### src/rtl/mux_word_serializer_pkg.sv
// Shared definitions for the 8-bit parallel-to-serial front end.
//   SER_WIDTH : bits per word
//   SEL_W     : width of the mux select counter (s2..s0)
//   state_e   : control FSM states
//   sel_first / sel_last : select values that start and end a word for a given bit order
package mux_word_serializer_pkg;

  localparam int SER_WIDTH = 8;
  localparam int SEL_W     = 3;

  typedef logic [SEL_W-1:0] sel_t;

  typedef enum logic {
    ST_IDLE  = 1'b0,
    ST_SHIFT = 1'b1
  } state_e;

  function automatic sel_t sel_first(input bit msb_first);
    return msb_first ? sel_t'(SER_WIDTH - 1) : sel_t'(0);
  endfunction

  function automatic sel_t sel_last(input bit msb_first);
    return msb_first ? sel_t'(0) : sel_t'(SER_WIDTH - 1);
  endfunction

endpackage

### src/rtl/mux_word_serializer_mux.sv
// The team's 8-to-1 mux (_8x1Mux): res follows the data input chosen by {s2,s1,s0}.
//   a..h   in  data inputs, {s2,s1,s0}=0 selects a, 7 selects h
//   s0..s2 in  select, s0 is the LSB
//   res    out selected data bit
module mux_word_serializer_mux (
  input  logic a,
  input  logic b,
  input  logic c,
  input  logic d,
  input  logic e,
  input  logic f,
  input  logic g,
  input  logic h,
  input  logic s0,
  input  logic s1,
  input  logic s2,
  output logic res
);

  always_comb begin
    case ({s2, s1, s0})
      3'd0:    res = a;
      3'd1:    res = b;
      3'd2:    res = c;
      3'd3:    res = d;
      3'd4:    res = e;
      3'd5:    res = f;
      3'd6:    res = g;
      default: res = h;
    endcase
  end

endmodule

### src/rtl/mux_word_serializer.sv
// Parallel-to-serial front end for the 8-to-1 mux.
// Takes an 8-bit word on a valid/ready handshake, parks it on the mux data inputs and
// walks the select counter across it, presenting one bit per cycle on a valid/ready
// serial stream. Back-to-back words run without a bubble.
//   clk, rst_n            clock, asynchronous active-low reset
//   in_data/in_valid/in_ready     word input handshake
//   ser_bit/ser_valid/ser_last/ser_ready   serial output handshake
//   word_cnt              completed words, mod 256
// Parameters: MSB_FIRST (0: bit0 first, 1: bit7 first), IDLE_VAL (ser_bit when idle).
module mux_word_serializer
  import mux_word_serializer_pkg::*;
#(
  parameter bit MSB_FIRST = 1'b0,
  parameter bit IDLE_VAL  = 1'b0
) (
  input  logic                 clk,
  input  logic                 rst_n,
  input  logic [SER_WIDTH-1:0] in_data,
  input  logic                 in_valid,
  output logic                 in_ready,
  output logic                 ser_bit,
  output logic                 ser_valid,
  output logic                 ser_last,
  input  logic                 ser_ready,
  output logic [7:0]           word_cnt
);

  localparam sel_t SEL_FIRST = sel_first(MSB_FIRST);
  localparam sel_t SEL_LAST  = sel_last(MSB_FIRST);

  state_e               state_q, state_d;
  logic [SER_WIDTH-1:0] data_q, data_d;
  sel_t                 sel_q, sel_d;
  logic [7:0]           word_cnt_q, word_cnt_d;
  logic                 at_last;
  logic                 mux_res;

  mux_word_serializer_mux u_mux (
    .a   (data_q[0]),
    .b   (data_q[1]),
    .c   (data_q[2]),
    .d   (data_q[3]),
    .e   (data_q[4]),
    .f   (data_q[5]),
    .g   (data_q[6]),
    .h   (data_q[7]),
    .s0  (sel_q[0]),
    .s1  (sel_q[1]),
    .s2  (sel_q[2]),
    .res (mux_res)
  );

  // Serial outputs come only from registered state, so in_* never reaches ser_*.
  assign at_last   = (sel_q == SEL_LAST);
  assign ser_valid = (state_q == ST_SHIFT);
  assign ser_last  = ser_valid & at_last;
  assign ser_bit   = ser_valid ? mux_res : IDLE_VAL;
  assign word_cnt  = word_cnt_q;

  always_comb begin
    // NOTE: every signal written here gets a default first, so no path leaves it
    // unassigned and no latch is inferred.
    state_d    = state_q;
    data_d     = data_q;
    sel_d      = sel_q;
    word_cnt_d = word_cnt_q;
    in_ready   = 1'b0;

    unique case (state_q)
      ST_IDLE: begin
        in_ready = 1'b1;
        if (in_valid) begin
          data_d  = in_data;
          sel_d   = SEL_FIRST;
          state_d = ST_SHIFT;
        end
      end
      ST_SHIFT: begin
        if (ser_ready) begin
          if (at_last) begin
            // Final bit leaves this cycle: the slot is free for the next word,
            // which is loaded on the same edge to avoid an idle bubble.
            in_ready   = 1'b1;
            word_cnt_d = word_cnt_q + 8'd1;
            if (in_valid) begin
              data_d = in_data;
              sel_d  = SEL_FIRST;
            end else begin
              state_d = ST_IDLE;
            end
          end else begin
            sel_d = MSB_FIRST ? sel_q - sel_t'(1) : sel_q + sel_t'(1);
          end
        end
      end
      default: state_d = ST_IDLE;
    endcase
  end

  // NOTE: state updates use non-blocking assignments so every flop samples the
  // pre-edge value of every other flop, independent of statement order.
  always_ff @(posedge clk or negedge rst_n) begin
    if (!rst_n) begin
      state_q    <= ST_IDLE;
      data_q     <= '0;
      sel_q      <= '0;
      word_cnt_q <= '0;
    end else begin
      state_q    <= state_d;
      data_q     <= data_d;
      sel_q      <= sel_d;
      word_cnt_q <= word_cnt_d;
    end
  end

endmodule

### config.mk
export PLATFORM = sky130hd
export DESIGN_NAME = mux_word_serializer
export DESIGN_NICKNAME = d
export VERILOG_FILES = /design/src/rtl/mux_word_serializer_pkg.sv /design/src/rtl/mux_word_serializer_mux.sv /design/src/rtl/mux_word_serializer.sv
export SDC_FILE = /design/constraint.sdc
export NUM_CORES = 1
export LEC_CHECK = 0
export CAP_MARGIN = 30
export CORE_ASPECT_RATIO = 2
export CORE_MARGIN = 2
export CORE_UTILIZATION = 35
export CTS_BUF_LIST = sky130_fd_sc_hd__clkbuf_16
export DETAILED_ROUTE_END_ITERATION = 7
export PLACE_DENSITY_LB_ADDON = 0.1
export SYNTH_ARGS = -nofsm -noshare
export SYNTH_HDL_FRONTEND = slang
export SYNTH_SLANG_ARGS = --single-unit
### constraint.sdc
create_clock -name clk -period 2.3 [get_ports clk]
set_clock_uncertainty 0.05 [all_clocks]
set_input_delay 0.23 -clock clk [delete_from_list [all_inputs] [get_ports clk]]
set_output_delay 0.23 -clock clk [all_outputs]
set_load 0.02 [all_outputs]
==> flow_metrics.tcl, run 1 <==
set metrics [dict create \
    placed_cells 144 \
    tightest_slew_ns 0.3073 \
    avgViaCountPerCell 5.041 \
    postSynthCellCount 84 \
    htreeDepth 1 \
    crit_fanout 2 \
    setup.worst_path.end "ser_bit" \
    grt_remaining_overflow 0 \
    post_dp_cell_area_um2 1354 \
    drive_gt1_share_pct 28.57 \
    ys.flop_type "dfrtp_1" \
    num_rows 27 \
    outcome "finished clean" \
    fp.dieArea_um2 3414 \
    cts_sinks 20 \
    gp_congestion 0.7447 \
    power.leakage_nw 0.7158 \
    fin_area_um2 1435 \
    end_kind "output pin" \
    vias 746 \
    drc 0 \
    syn_to_final_growth_pct 39.54 \
    root_buffer "clkbuf_16" \
    grt_pass1_vias 797 \
    clk_pin_slew_worst_paths_ns 0.05 \
    synth_seq_cells 20 \
    synth_edf_count 0 \
    dpl.hpwl_um 1581 \
    cap_violations 0 \
    ioPinCount 24 \
    n_antenna_cell 0 \
    min_path_type "in -> async" \
    period_needed_ns 2.140 \
    arrival_ns 1.86 \
    grt_max_degree 21 \
    syn_area_um2 1028 \
    ctsHoldBuffers 0 \
    cts_tree "built" \
    track_usage_pct 13.91 \
    core-area_um2 2770 \
    routedWlPerCell_um 14.14 \
    antenna_found_initial 0 \
    cts_setup_buffers 0 \
    rsz0062_at_grt "false" \
    final_cells 148 \
    start_util_pct 37.13 \
    critical_path_class "reg -> out" \
    regToRegEndpoint "data_q[7]" \
    clk_path_buf_depth 2 \
    synth.avg_cell_area_um2 12.24 \
    setup_tns_ns 0 \
    power_mw 1.559 \
    setup_viol 0 \
    yosysSeqAreaShare_pct 48.66 \
    vdd_ir_drop_max_mv 0.6840 \
    p_per_area_nw_per_um2 1086 \
    numPortBuffers 23 \
    rr_startpoint "sel_q[1]" \
    fmax_ghz 0.4673 \
    firstDrtPassIters 3 \
    routed_wl_um 2093 \
    report.final.slew_viol_count 0 \
    slew-limit-headroom_pct 79.52 \
    die_h_um 80.66 \
    die_w_um 42.33 \
    reg2reg_depth 6 \
    fin_nets 139 \
    clkLatencyLatePin_ns 0.25 \
    drt_iter0_markers 5 \
    worstPathRequired_ns 2.02 \
    grt_first_pass_wirelength_um 3581 \
    worstSetupStartpointType "register" \
    synth_warnings 0 \
    synthArstFlopShare_pct 100.0 \
    startpoint "sel_q[1]" \
    hold_violations 0 \
    layout_worst_path_cycle_share_pct 93.04 \
    numCtsBuffers 3 \
    syn_nets 103 \
    ys_types 29 \
    ant_nets 0 \
    r2r_setup_slack_ns 0.43 \
]
## area by class of cell
type | instances | area [µm²]
Clock buffer | 3 | 75.07
Clock inverter | 1 | 3.754
Fill cell | 263 | 1335
Inverter | 7 | 26.28
Multi-Input combinational cell | 55 | 491.7
Sequential cell | 20 | 500.5
Tap cell | 29 | 36.28
Timing Repair Buffer | 33 | 301.5
## worst max-delay path, stage by stage (launching register included)
cell	delay, ns
dfrtp_1	0.38
ha_1	0.21
ha_1	0.21
nor4_2	0.27
a221oi_1	0.09
a221oi_1	0.25
buf_2	0.20
## timing repair
item,in CTS,in global routing
pin swaps,0,1
endpoints found under the setup margin,2,2
resized for setup,7,1
## per-layer routing
layer	track usage (%)	up-vias	routed length, µm
met1	14.69	357	743
met3	2.697	8	96
met2	24.62	19	1161
li1	-	362	-
met4	8.438	0	92
met5	0	-	0
## cells in the mapped netlist, types with 2 or more instances
master / n / area, µm²
xor2_1: 5 / 43.79
a22o_2: 3 / 30.03
ha_1: 7 / 87.58
dfrtp_1: 20 / 500.5
nor2_1: 2 / 7.510
nand2_1: 6 / 22.52
mux2_2: 10 / 112.6
xnor2_1: 2 / 17.52
o22ai_1: 2 / 12.51
inv_1: 7 / 26.28
a221oi_1: 2 / 17.52
## cells by family after synthesis
group / Yosys count / share of synthesized area (%)
fa+ha+maj: 7 / 8.515
simple gates: 18 / 11.19
compound gates: 12 / 9.610
mux: 11 / 11.92
xor+xnor: 7 / 5.961
flops: 20 / 48.66
buf+inv: 9 / 4.136
## power breakdown
part / leakage [nW] / switching [mW] / internal [mW]
registers: 0.252 / 0.0786 / 0.468
clock network: 0.0385 / 0.122 / 0.231
logic: 0.425 / 0.289 / 0.370
total: 0.716 / 0.489 / 1.07
## layout by cell type (no fill, tap or decap), types with 3 or more instances in the layout
cell             count
nand2_1              6
dfrtp_1             20
inv_1                7
a22o_2               3
clkdlybuf4s50_1     20
buf_4               10
xor2_1               5
mux2_2              10
ha_1                 7
clkbuf_16            3
## worst min-delay path by stage
| stage | cells past startpoint | end | slack [ns] | from |
|---|---|---|---|---|
| after floorplan | 0 | data_q[0] | -0.12 | rst_n |
| after global placement | 1 | word_cnt[7] | 0.41 | word_cnt[7] |
| after detailed placement | 1 | word_cnt[7] | 0.42 | word_cnt[7] |
| after CTS | 2 | data_q[1] | 0.27 | rst_n |
| after global routing | 2 | data_q[1] | 0.31 | rst_n |
| final | 2 | data_q[1] | 0.27 | rst_n |
## state kept, by name, summed over array words and instances, names as in the netlist
name and count:
ser_valid 1, data_q 8, sel_q 3, word_cnt 8
## per-stage QoR
step	hold slack, ns	utilization [%]	worst slack, ns
4_1_cts	0.2748	51.72	0.02074
2_1_floorplan	-0.1156	-	0.1978
3_5_place_dp	0.4162	48.87	-0.1609
3_3_place_gp	0.4127	48.87	-0.07082
5_1_grt	0.3149	51.81	0.03557
6_report	0.2655	51.81	0.1600
No activity file was read; power rests on OpenSTA's default activity.
==> run 2: changes to the inputs <==
--- a/config.mk
+++ b/config.mk
@@ -11,6 +11,7 @@
 export CORE_UTILIZATION = 35
 export CTS_BUF_LIST = sky130_fd_sc_hd__clkbuf_16
 export DETAILED_ROUTE_END_ITERATION = 7
+export GPL_ROUTABILITY_DRIVEN = 0
 export PLACE_DENSITY_LB_ADDON = 0.1
 export SYNTH_ARGS = -nofsm -noshare
 export SYNTH_HDL_FRONTEND = slang
==> constraint.sdc (replaced) <==
create_clock -name clk -period 2.3 [get_ports clk]
set_clock_uncertainty 0.05 [all_clocks]
set_input_delay 0.46 -clock clk [delete_from_list [all_inputs] [get_ports clk]]
set_output_delay 0.46 -clock clk [all_outputs]
set_load 0.02 [all_outputs]
==> run 2 against run 1 <==
The flow now finishes with violations (setup timing). Power grew 12%. First-iteration DRC count shrank 20%. Setup slack lost 0.17 ns. Combinational power grew 29%. Clock power shrank 2%. Wire length grew 8.5%. Hold slack gained 0.16 ns. Non-clock buffer count grew 6. Sequential power is essentially flat. Global-route usage grew 0.30 points. Cell count grew 3.4%.
==> flow_metrics.tcl, run 2 (synthesis gave the netlist of run 1 again) <==
set metrics [dict create \
    outcome "complete, but fails checks" \
    violations "setup timing" \
    holdWs_ns 0.4212 \
    fmax_ghz 0.4325 \
    antenna_found_initial 0 \
    reg2reg_depth 7 \
    clk_pin_slew_worst_paths_ns 0.05 \
    hold_violations 0 \
    fp.dieArea_um2 3414 \
    grt_first_pass_wirelength_um 3601 \
    min_path_type "reg -> reg" \
    rsz0062_at_grt "true" \
    period_needed_ns 2.312 \
    end_kind "output pin" \
    syn_to_final_growth_pct 50.24 \
    ioPinCount 24 \
    routed_wl_um 2271 \
    placed_cells 149 \
    cp_common_cell "a221oi_2" \
    num_rows 27 \
    die_w_um 42.33 \
    track_usage_pct 14.21 \
    start_util_pct 37.13 \
    crit_fanout 2 \
    max_stage_delay_ns 0.39 \
    post_dp_cell_area_um2 1398 \
    grt_max_degree 21 \
    drive_gt1_share_pct 39.52 \
    setup_tns_ns -0.01224 \
    tightest_slew_ns 0.3015 \
    report.final.slew_viol_count 0 \
    drc 0 \
    hold_depth 1 \
    setup_ws_ns -0.01224 \
    grt_remaining_overflow 0 \
    firstDrtPassIters 4 \
    drt_iter0_markers 4 \
    arrival_ns 1.80 \
    n_antenna_cell 0 \
    grt_pass1_vias 816 \
    core-area_um2 2770 \
    dpl.hpwl_um 1618 \
    cap_violations 0 \
    startpoint "sel_q[1]" \
    clkLatencyLatePin_ns 0.25 \
    worstSetupStartpointType "register" \
    clk_path_buf_depth 2 \
    power_mw 1.745 \
    hp-start "word_cnt[7]" \
    min_to "word_cnt[7]" \
    vias 778 \
    crit_chain "ha_2 -> ha_4 -> nor4_4 -> a221oi_2 -> a221oi_2 -> buf_4" \
    critical_path_class "reg -> out" \
    rr_startpoint "sel_q[1]" \
    regToRegEndpoint "data_q[7]" \
    final_cells 153 \
    layout_worst_path_cycle_share_pct 100.5 \
    finish.utilization_pct 55.78 \
    p_per_area_nw_per_um2 1129 \
    worstPathRequired_ns 1.79 \
    avgViaCountPerCell 5.085 \
    slew-limit-headroom_pct 79.90 \
    pre_cts_slack_ns -0.3453 \
    cts_sinks 20 \
    cts_tree "built" \
    root_buffer "clkbuf_16" \
    layout.cells.most_common_list "dfrtp_1, clkdlybuf4s50_1, buf_4, mux2_2, nand2_1" \
    numPortBuffers 23 \
    routedWlPerCell_um 14.84 \
    ant_nets 0 \
    r2r_setup_slack_ns 0.39 \
    htreeDepth 1 \
    power.leakage_nw 0.7342 \
    fin_area_um2 1545 \
    numCtsBuffers 3 \
    die_h_um 80.66 \
    critPathSlowestCell "dfrtp_1" \
    vdd_ir_drop_max_mv 0.5824 \
    fin_nets 145 \
    setup_viol 1 \
]
## run 2: how the worst max path moves through the flow
stage / to
after floorplan: ser_bit
after global placement: ser_bit
after detailed placement: ser_bit
after CTS: ser_bit
after global routing: ser_bit
final: ser_bit
## run 2: area by class of cell
class	instances	area [µm²]
fill	256	1225
multi-input combinational	55	555.5
sequential	20	500.5
timing repair buffer	39	349.1
clock buffer	3	75.07
tap	29	36.28
inverter	7	28.78
## run 2: worst max-delay path, delay by kind of cell, from the launching register on
| family | cells | cell delay [ns] |
|---|---|---|
| buffers and inverters | 1 | 0.18 |
| flip-flops | 1 | 0.39 |
| adder cells (fa/ha/maj) | 2 | 0.38 |
| AND/OR/NAND/NOR | 1 | 0.30 |
| AO/OA/AOI/OAI | 2 | 0.31 |
## run 2: repair_timing
item	CTS	global route
hold buffers	0	0
pin swaps	1	5
endpoints found under the setup margin	3	1
gates resized for setup	9	14
buffers inserted	0	1
## run 2: power breakdown
part | switching (mW) | internal (mW) | total, mW
Clock | 0.117 | 0.229 | 0.346
Sequential | 0.0801 | 0.468 | 0.548
Combinational | 0.368 | 0.482 | 0.851
## run 2: per-layer routing
| layer | vias up | share of wire (%) | GRT usage, % | wire length [µm] |
|---|---|---|---|---|
| met5 | - | 0 | 0 | 0 |
| met3 | 7 | 3.0 | 2.022 | 67 |
| met2 | 17 | 57 | 27.08 | 1301 |
| met1 | 380 | 37 | 14.63 | 833 |
| met4 | 0 | 3.1 | 6.563 | 70 |
| li1 | 374 | - | - | - |
